$ cat src/rtl/mux_scan_pkg.sv
`default_nettype none
// ============================================================================
// Module      : mux_scan_pkg
// Description : Shared types and constants for the 16:1 mux scan sequencer.
//               Holds the scan FSM state type, channel count, select width
//               and settle counter width.
// Revision    : 1.0 - initial release
// ============================================================================
package mux_scan_pkg;

  localparam int NUM_CH = 16;
  localparam int SEL_W  = 4;
  localparam int CNT_W  = 4;

  typedef enum logic [1:0] {
    IDLE   = 2'd0,
    SETTLE = 2'd1,
    SAMPLE = 2'd2,
    DONE   = 2'd3
  } scan_state_t;

endpackage : mux_scan_pkg
`default_nettype wire

$ cat src/rtl/scan_settle_timer.sv
`default_nettype none
// ============================================================================
// Module      : scan_settle_timer
// Description : Settle-time counter for the mux scan sequencer. Counts up
//               while enabled, returns to zero on clear, and flags expire
//               when the count reaches SETTLE_CYCLES-1.
// Ports       : clk    - rising-edge clock
//               rst_n  - asynchronous active-low reset
//               clear  - force count to zero (has priority over enable)
//               enable - increment count
//               expire - count == SETTLE_CYCLES-1
// Revision    : 1.0 - initial release
// ============================================================================
module scan_settle_timer #(
  parameter int SETTLE_CYCLES = 1
) (
  input  logic clk,
  input  logic rst_n,
  input  logic clear,
  input  logic enable,
  output logic expire
);
  import mux_scan_pkg::*;

  localparam logic [CNT_W-1:0] LAST_CNT = CNT_W'(SETTLE_CYCLES - 1);

  logic [CNT_W-1:0] count_q;
  logic [CNT_W-1:0] count_d;

  always_comb begin
    count_d = count_q;
    if (clear) begin
      count_d = '0;
    end else if (enable) begin
      count_d = count_q + 1'b1;
    end
  end

  always_ff @(posedge clk or negedge rst_n) begin
    if (!rst_n) begin
      count_q <= '0;
    end else begin
      count_q <= count_d;
    end
  end

  assign expire = (count_q == LAST_CNT);

endmodule : scan_settle_timer
`default_nettype wire

$ cat src/rtl/mux_scan_ctrl.sv
`default_nettype none
// ============================================================================
// Module      : mux_scan_ctrl
// Description : Scan sequencer for a structural 16:1 mux. Steps mux_sel
//               through channels 0..15, waits SETTLE_CYCLES on each, samples
//               mux_out into a 16-bit snapshot and offers the finished
//               snapshot on a valid/ready handshake. Optional continuous
//               re-scan after each accepted snapshot.
// Ports       : clk, rst_n          - clock, async active-low reset
//               start              - request one scan (sampled in IDLE)
//               continuous         - auto re-scan after each handshake
//               mux_sel            - registered select to the mux
//               mux_out            - mux output (combinational of mux_sel)
//               busy               - high in every state except IDLE
//               snap_data          - bit i = mux_out sampled at mux_sel == i
//               snap_valid         - snapshot available
//               snap_ready         - downstream accepts snapshot
//               snap_changed       - (MUX_SCAN_CHANGE_DETECT_EN only)
//                                    snapshot differs from last accepted one
// Options     : MUX_SCAN_CHANGE_DETECT_EN - adds snap_changed output and a
//               register holding the previously accepted snapshot.
// Revision    : 1.0 - initial release
// ============================================================================
module mux_scan_ctrl #(
  parameter int SETTLE_CYCLES = 1,
  parameter int NUM_CH        = 16,
  parameter int SEL_W         = 4
) (
  input  logic              clk,
  input  logic              rst_n,
  input  logic              start,
  input  logic              continuous,
  output logic [SEL_W-1:0]  mux_sel,
  input  logic              mux_out,
  output logic              busy,
  output logic [NUM_CH-1:0] snap_data,
  output logic              snap_valid,
`ifdef MUX_SCAN_CHANGE_DETECT_EN
  output logic              snap_changed,
`endif
  input  logic              snap_ready
);
  import mux_scan_pkg::*;

  localparam logic [SEL_W-1:0] LAST_SEL = SEL_W'(NUM_CH - 1);

  scan_state_t       state_q,      state_d;
  logic [SEL_W-1:0]  mux_sel_q,    mux_sel_d;
  logic              busy_q,       busy_d;
  logic [NUM_CH-1:0] snap_data_q,  snap_data_d;
  logic              snap_valid_q, snap_valid_d;
`ifdef MUX_SCAN_CHANGE_DETECT_EN
  logic [NUM_CH-1:0] prev_q,       prev_d;
  logic              snap_changed_q, snap_changed_d;
`endif

  logic settle_expire;

  // Counter runs only in SETTLE and is held at zero everywhere else, so each
  // entry into SETTLE starts a fresh settle interval.
  scan_settle_timer #(
    .SETTLE_CYCLES (SETTLE_CYCLES)
  ) u_settle_timer (
    .clk    (clk),
    .rst_n  (rst_n),
    .clear  (state_q != SETTLE),
    .enable (state_q == SETTLE),
    .expire (settle_expire)
  );

  always_comb begin
    state_d      = state_q;
    mux_sel_d    = mux_sel_q;
    snap_data_d  = snap_data_q;
    snap_valid_d = snap_valid_q;
`ifdef MUX_SCAN_CHANGE_DETECT_EN
    prev_d         = prev_q;
    snap_changed_d = snap_changed_q;
`endif

    case (state_q)
      IDLE: begin
        if (start) begin
          state_d   = SETTLE;
          mux_sel_d = '0;
        end
      end

      SETTLE: begin
        if (settle_expire) begin
          state_d = SAMPLE;
        end
      end

      SAMPLE: begin
        snap_data_d[mux_sel_q] = mux_out;
        if (mux_sel_q == LAST_SEL) begin
          // Select stays at the last channel until the handshake restarts
          // or idles the scan.
          state_d      = DONE;
          snap_valid_d = 1'b1;
`ifdef MUX_SCAN_CHANGE_DETECT_EN
          snap_changed_d = (snap_data_d != prev_q);
`endif
        end else begin
          state_d   = SETTLE;
          mux_sel_d = mux_sel_q + 1'b1;
        end
      end

      DONE: begin
        if (snap_ready) begin
          snap_valid_d = 1'b0;
`ifdef MUX_SCAN_CHANGE_DETECT_EN
          prev_d         = snap_data_q;
          snap_changed_d = 1'b0;
`endif
          if (continuous) begin
            state_d   = SETTLE;
            mux_sel_d = '0;
          end else begin
            state_d = IDLE;
          end
        end
      end

      default: begin
        state_d = IDLE;
      end
    endcase

    busy_d = (state_d != IDLE);
  end

  always_ff @(posedge clk or negedge rst_n) begin
    if (!rst_n) begin
      state_q      <= IDLE;
      mux_sel_q    <= '0;
      busy_q       <= 1'b0;
      snap_data_q  <= '0;
      snap_valid_q <= 1'b0;
`ifdef MUX_SCAN_CHANGE_DETECT_EN
      prev_q         <= '0;
      snap_changed_q <= 1'b0;
`endif
    end else begin
      state_q      <= state_d;
      mux_sel_q    <= mux_sel_d;
      busy_q       <= busy_d;
      snap_data_q  <= snap_data_d;
      snap_valid_q <= snap_valid_d;
`ifdef MUX_SCAN_CHANGE_DETECT_EN
      prev_q         <= prev_d;
      snap_changed_q <= snap_changed_d;
`endif
    end
  end

  assign mux_sel    = mux_sel_q;
  assign busy       = busy_q;
  assign snap_data  = snap_data_q;
  assign snap_valid = snap_valid_q;
`ifdef MUX_SCAN_CHANGE_DETECT_EN
  assign snap_changed = snap_changed_q;
`endif

endmodule : mux_scan_ctrl
`default_nettype wire

$ cat config.mk
export PLATFORM = sky130hd
export DESIGN_NAME = mux_scan_ctrl
export DESIGN_NICKNAME = d
export VERILOG_FILES = /design/src/rtl/mux_scan_pkg.sv /design/src/rtl/scan_settle_timer.sv /design/src/rtl/mux_scan_ctrl.sv
export SDC_FILE = /design/constraint.sdc
export NUM_CORES = 1
export LEC_CHECK = 0
export BUFFER_PORTS_ARGS = -buffer_cell sky130_fd_sc_hd__clkbuf_2
export CAP_MARGIN = 10
export CORE_MARGIN = 5
export CORE_UTILIZATION = 48
export DETAILED_ROUTE_END_ITERATION = 6
export PLACE_DENSITY = 0.79
export SETUP_SLACK_MARGIN = 0.2
export SKIP_CTS_REPAIR_TIMING = 1
export SLEW_MARGIN = 10
export SYNTH_ARGS = -nofsm -noshare
export SYNTH_HDL_FRONTEND = slang
export SYNTH_SLANG_ARGS = --single-unit
$ cat constraint.sdc
create_clock -name clk -period 1.55 [get_ports clk]
set_clock_uncertainty 0.1 [all_clocks]
set_input_delay 0.155 -clock clk [delete_from_list [all_inputs] [get_ports clk]]
set_output_delay 0.155 -clock clk [all_outputs]
set_load 0.01 [all_outputs]
# Word level (Yosys, flattened, before mapping)
# Index checks and enable logic that the tools add are counted.
# word_totals
regBits	28
latchBits	0
ram_bits	0
rom_bits	0
inputBits	6
elab_cells	48
mem_count	0
# classes
addsub	2
n_mul	0
div	0
n_lt_le_gt_ge	2
n_eq_ne	10
n_shift	0
muxes	19
n_bitwise	0
n_reduce_logical	9
# ops
operator	count
4-bit two-way mux	6
16-bit bitwise mux	1
4-bit case mux with 3 select lines	1
2-bit != test, second input constant	5
4-bit by 1-bit adder with 4-bit output, second input constant	2
2-bit two-way mux	4
2-bit case mux with 4 select lines	1
2-bit nonzero test	3
4-bit by 5-bit less-than comparator with 1-bit output, second input constant	1
5-bit AND reduction	1
1-bit demux with 4-bit select	1
2-bit equality test, second input constant	2
4-bit equality test, second input constant	1
4-bit by 1-bit greater-or-equal comparator with 1-bit output, second input constant	1
4-bit zero test	1
1-bit two-way mux	4
3-bit AND reduction	1
3-bit nonzero test	1
2-bit by 1-bit equality test with 1-bit output, second input constant	1
2-bit zero test	1
2-bit by 1-bit != test with 1-bit output, second input constant	1
1-bit case mux with 2 select lines	1
1-bit logical AND	1

# Longest topological paths before layout
# Gate-level depths: netlist of the first run.
# depth
ltp_word	5
ltp_mapped	6

# Hierarchy
# A second synthesis of the first run with hierarchy kept.
# unflattened
hier_cells	125
hier_area_um2	1430.1
# by_module_without_submodules
module	instances	cells_per_inst	area_per_inst_um2
mux_scan_ctrl	1	105	1209.9
scan_settle_timer	1	20	220.2

# Worst setup path before layout of the first run
# Ideal clock, no wire load.
# synth_timing
path_type	reg2reg
start	reg mux_sel_q[0], in the netlist mux_sel[0]
end	reg snap_data_q[15], in the netlist snap_data[15]
t_arrival_ns	1.329
required_ns	1.325
setup_slack_ns	-0.004
path_stages_with_launch	6
n_path_buf	1
path_cell_list	dfrtp_1 -> ha_1 -> buf_2 -> nand3_1 -> nor2_1 -> mux2_2
# synth_between
elab_chain_len	5
# synth_lines
item	line_no	source
start: declaration	mux_scan_ctrl.sv:48	logic [SEL_W-1:0] mux_sel_q, mux_sel_d;
start signal: assignment	mux_scan_ctrl.sv:148	mux_sel_q <= mux_sel_d;
4-bit by 5-bit less-than comparator with 1-bit output (not written as such) or 4-bit by 1-bit greater-or-equal comparator with 1-bit output (tied branches)	mux_scan_ctrl.sv:96	snap_data_d[mux_sel_q] = mux_out;
1-bit logical AND (not written as such)	mux_scan_ctrl.sv:96	
1-bit two-way mux (not written as such)	mux_scan_ctrl.sv:96	
1-bit demux with 4-bit select (*)	mux_scan_ctrl.sv:96	
16-bit bitwise mux (*)	mux_scan_ctrl.sv:96	
end signal: assignment	mux_scan_ctrl.sv:150	snap_data_q <= snap_data_d;
end: declaration	mux_scan_ctrl.sv:50	logic [NUM_CH-1:0] snap_data_q, snap_data_d;
# Every way passes the cells marked *; elsewhere a longest branch is shown, timed or not.
# A chain may end at the register's enable or synchronous reset.

# Worst setup path after layout of the first run
# layout_timing
start	reg state_q[1]
end	reg snap_data_q[15], in the netlist snap_data[15]
# layout_between
elab_chain_len	1
# layout_lines
item	line_no	source
start: declaration	mux_scan_ctrl.sv:47	scan_state_t state_q, state_d;
start signal: assignment	mux_scan_ctrl.sv:147	state_q <= state_d;
2-bit equality test	mux_scan_ctrl.sv:81	case (state_q)
# Every way passes these cells.

==> results of run 1 <==
## worst paths after layout
| path | to | start | cells past startpoint |
|---|---|---|---|
| setup / recovery | snap_data[15]$_DFFE_PN0P_ | state_q[1]$_DFF_PN0_ | 4 |
| hold / removal | busy$_DFF_PN0_ | continuous | 3 |
| setup reg to reg | snap_data[15]$_DFFE_PN0P_ | state_q[1]$_DFF_PN0_ | 4 |
| hold reg to reg | snap_data[13]$_DFFE_PN0P_ | snap_data[13]$_DFFE_PN0P_ | 1 |
| max in group asynchronous | mux_sel[0]$_DFFE_PN0P_ | rst_n | 2 |
| min in group asynchronous | snap_data[10]$_DFFE_PN0P_ | rst_n | 2 |
## through the flow
stage                TNS (ns)  area, um2  worst slack (ns)  instances  hold slack [ns]
global route                0       1944           0.02876        203          0.03567
detailed placement          0       1653           0.04133        181           0.1291
floorplan                   0       1480            0.1000        121          -0.2406
finish                      0       1944           0.08637        203          0.01151
CTS                 -0.002242       1689         -0.002242        185          -0.2571
global placement            0       1653           0.07594        181           0.1115
## cell type report
class	instances	area, um2
inverters	6	25.02
clock buffers	4	36.28
fillers	204	837.1
flip-flops and latches	28	705.7
well taps	31	38.79
repair buffers	56	377.9
multi-input cells	78	760.7
## kinds of logic after synthesis
| family | Yosys count | synth area share |
|---|---|---|
| buf+inv | 15 | 0.06552 |
| xor+xnor | 4 | 0.02514 |
| flops | 28 | 0.5027 |
| fa+ha+maj | 6 | 0.05386 |
| simple gates | 37 | 0.1562 |
| compound gates | 15 | 0.06733 |
| mux | 16 | 0.1293 |
## state kept, by name, indices dropped and copies added, names as in the netlist
register,count
snap_data,16
mux_sel,4
state_q,2
snap_valid,1
u_settle_timer.count_q,4
busy,1
## cell usage after synthesis (2+ instances only)
cell / count / area (um2)
buf_6: 2 / 22.52
nor2_1: 8 / 30.03
dfrtp_1: 28 / 700.7
a21oi_1: 3 / 15.01
nand4b_1: 4 / 35.03
o21ai_1: 2 / 10.01
mux2_1: 4 / 45.04
nand3_1: 9 / 45.04
buf_2: 4 / 20.02
xnor2_1: 3 / 26.28
inv_1: 6 / 22.52
ha_1: 6 / 75.07
nand4_1: 7 / 43.79
mux2_2: 12 / 135.1
nand2_1: 2 / 7.510
o21ai_0: 4 / 20.02
## power breakdown
part	total, mW	internal [mW]	switching [mW]
sequential	1.14	0.966	0.175
clock	0.363	0.144	0.219
combinational	1.52	0.808	0.710
total	3.02	1.92	1.10
## per-layer routing
metal,global-route usage,up-vias
li1,-,539
met1,0.1844,566
met2,0.2676,22
met3,0.01576,6
met4,0.07013,0
met5,0,-
## worst max-delay path, delay by kind of cell (launching register included)
kind | cells | cell delay [ns]
flops | 1 | 0.44
simple gates | 2 | 0.39
mux | 1 | 0.30
buf+inv | 1 | 0.14
==> results.cfg, run 1 <==
[finish]
area_delta_synth_final_pct = 39.50
antennaDiodeCount = 0
nets = 185
layout-drive-gt1-share = 0.5407
final_cell_mix = 27 x clkbuf_2, 24 x dfrtp_1, 22 x buf_4
final_common_cell = clkbuf_2
postLayoutCoreUtil = 0.6991

[pwr]
p_per_area_nw_per_um2 = 1554
ir_drop_mv = 1.221
power_mw = 3.022
p_leak_nw = 0.8899

[floorplan]
die_x_um = 63.89
io_pins = 28
core_um2 = 2781
die_h_um = 63.89
rows = 19
die_area_um2 = 4081
initial_utilization = 0.5011

[clock_tree]
clk_latency_ns = 0.33
clock_path_buffers = 2
cts_htree_levels = 1
cts.sinks = 28
clk_pin_slew_ns = 0.15
cts_root_buf = clkbuf_4
cts_buffers = 3
cts_tree = yes

[placement]
hpwlAfterDp_mm = 2.052
port_buffers = 27
gp_congestion = 0.8109

[logic_synthesis]
synthFlopType = dfrtp_1
synth-edff-count = 0
syn-mean-instance-area_um2 = 11.52
synth_nets = 133
ys_seq_elements = 28
syn_area_um2 = 1394
syn_inst = 121
synthArstFlopShare = 1.000
yosysSeqAreaShare = 0.5027
synth_cell_type_count = 33
yosysWarnings = 0

[setup_path]
cp_slowest_cell = dfrtp_2
r2r_slack_ns = 0.09
worstSetupPathType = flop to flop
slowest_delay_ns = 0.44
worstPathCellList = buf_4, or2b_4, nor2_4, mux2_4
critPathCaptureType = flop
worstPathRequired_ns = 1.69
start_kind = flop
crit_arrival_ns = 1.60
critPathMaxFanout = 5

[global_routing]
grt_start_max_net_pins = 29
grt_pass1_wl_mm = 5.023
grt_pass1_vias = 1099
antenna_found_initial = 0
track_usage = 0.1519
grt_remaining_overflow = 0

[timing]
finalSetupViolations = 0
slew_headroom = 0.5517
fin_crit_sh = 0.9443
rsz0062_at_grt = yes
period_minus_slack_ns = 1.464
hold_viol = 0
max_freq_ghz = 0.6832
slew_violations = 0
tightest_slew_ns = 0.6725

[routing]
drt_pass1_iterations = 4
vias_per_cell = 5.581
dr_wl_met2_mm = 1.837
vias = 1133
top_layer = met4
drcViolationCount = 0
drt_wl_total_mm = 3.290
wl_met3_um = 107
drt-wirelength-per-cell_um = 16.21
drt_iter0_markers = 32
final_antenna_net_count = 0
met1_length_mm = 1.282

[run]
max_cap_viol_count = 0

[hold_path]
hold_path_class = primary input to flop

[run_status]
status = finished clean
(Power assumes the default switching activity.)
==> inputs of run 2 (changes only) <==
- BUFFER_PORTS_ARGS: -buffer_cell sky130_fd_sc_hd__clkbuf_2 -> unset
- CORE_UTILIZATION: 48 -> 55
- DONT_BUFFER_PORTS: unset -> 1
- PLACE_DENSITY: 0.79 -> 0.73
==> results.cfg, run 2 (synthesis gave the netlist of run 1 again) <==
[routing]
drt_pass1_iterations = 4
final_antenna_net_count = 0
vias_per_cell = 5.835
drcViolationCount = 0
drt_wl_total_mm = 2.931
drt-wirelength-per-cell_um = 17.24
vias = 992
drt_iter0_markers = 41

[clock_tree]
cts_htree_levels = 1
clk_latency_ns = 0.34
cts_root_buf = clkbuf_4
cts.sinks = 28
clk_pin_slew_ns = 0.15
cts_buffers = 3
clock_path_buffers = 2
cts_tree = yes

[placement]
port_buffers = 0
gp_congestion = 0.7612
hpwlAfterDp_mm = 1.929
dp_cells = 153

[floorplan]
rows = 18
io_pins = 28
initial_utilization = 0.5678
die_area_um2 = 3641
die_x_um = 60.34
core_um2 = 2455
die_h_um = 60.34

[pwr]
ir_drop_mv = 1.130
power.share.sequential = 0.458
p_leak_nw = 0.7610
p_per_area_nw_per_um2 = 1526
p_comb_frac = 0.409
intPower_mw = 1.722
pwr-share-clk = 0.133
swShare = 0.3687
power.net_switching_mw = 1.006

[timing]
slew_violations = 0
fin_crit_sh = 0.9819
slew_headroom = 0.6546
tightest_slew_ns = 0.5165
max_freq_ghz = 0.6570
finalSetupViolations = 0
rsz0062_at_grt = yes
period_minus_slack_ns = 1.522
hold_viol = 8
whs_ns = -0.1216

[global_routing]
gr-usage-met2 = 0.3071
grt_pass1_wl_mm = 4.491
grt_start_max_net_pins = 29
grt_remaining_overflow = 0
use_met1 = 0.1796
grt-busiest-layer = met2
grt_pass1_vias = 1032
track_usage = 0.1653
antenna_found_initial = 0
grtUsageMet3 = 0.03191

[finish]
area_delta_synth_final_pct = 28.28
antennaDiodeCount = 0
nets = 153
largest_reg_flops = 16
regArea_um2 = 705.7
nFillCells = 153
multi_input_area_um2 = 737.0
final_common_cell = dfrtp_1
final_cell_mix = 24 x dfrtp_1, 14 x buf_4, 8 x mux2_4
final-instance-count-excl-fill = 170
layout-drive-gt1-share = 0.4286

[setup_path]
crit_arrival_ns = 1.65
critPathMaxFanout = 5
worstPathRequired_ns = 1.68
start_kind = flop
worstSetupPathType = flop to flop
critPathCaptureType = flop

[hold_path]
hold_path_class = primary input to flop

[run_status]
violations = negative hold slack
status = finished with violations

[run]
max_cap_viol_count = 0
-- run 2: changes by cell type in the layout (fill, tap and decap cells not counted), sizes merged --
cell	delta
buf	-7
clkbuf	-26
dlygate4sd3	+1
-- run 2: layout make-up --
| type | count | area share |
|---|---|---|
| clock buffers | 4 | 0.02029 |
| inverters | 6 | 0.01400 |
| multi-input cells | 78 | 0.4122 |
| flip-flops and latches | 28 | 0.3947 |
| well taps | 30 | 0.02099 |
| repair buffers | 24 | 0.1379 |
-- run 2: path summary, 6_finish.rpt --
| check | start | end | slack [ns] | cells after the start |
|---|---|---|---|---|
| min in group asynchronous | rst_n | snap_data[11]$_DFFE_PN0P_ | 0.12 | 2 |
| setup reg to reg | mux_sel[1]$_DFFE_PN0P_ | snap_data[13]$_DFFE_PN0P_ | 0.03 | 4 |
| setup / recovery | mux_sel[1]$_DFFE_PN0P_ | snap_data[13]$_DFFE_PN0P_ | 0.03 | 4 |
| hold / removal | start | busy$_DFF_PN0_ | -0.12 | 2 |
| hold reg to reg | u_settle_timer.count_q[0]$_DFF_PN0_ | u_settle_timer.count_q[0]$_DFF_PN0_ | 0.46 | 2 |
| max in group asynchronous | rst_n | mux_sel[3]$_DFFE_PN0P_ | 1.05 | 2 |
-- run 2: layer usage --
layer,up-vias,share of wire
met5,-,0
met4,0,0.017
met3,5,0.050
met2,25,0.53
met1,490,0.40
li1,472,-
-- run 2: worst max-delay path: stages, from the launching register on --
cell     delay (ns)
dfrtp_2        0.48
inv_1          0.12
ha_2           0.24
nand4_1        0.13
mux2_1         0.34
-- run 2: power by group through the flow --
stage / clock network (mW) / registers, mW / logic (mW)
final: 0.363 / 1.25 / 1.12
after global routing: 0.388 / 1.28 / 1.22
after CTS: 0.367 / 1.24 / 0.873
after detailed placement: 0 / 1.26 / 0.863
after global placement: 0 / 1.24 / 0.841
after floorplan: 0 / 1.19 / 0.738
-- run 2: through the flow --
step           power, mW  cell area, um2    util  setup WS [ns]  setup TNS (ns)
6_report           2.729            1788  0.7283        0.02802               0
5_1_grt            2.891            1788  0.7283       -0.01532        -0.02982
4_1_cts            2.480            1565  0.6376      -0.005391       -0.005391
3_5_place_dp       2.119            1529  0.6228        0.02872               0
3_3_place_gp       2.084            1529  0.6228        0.09304               0
2_1_floorplan      1.931            1480       -         0.1000               0
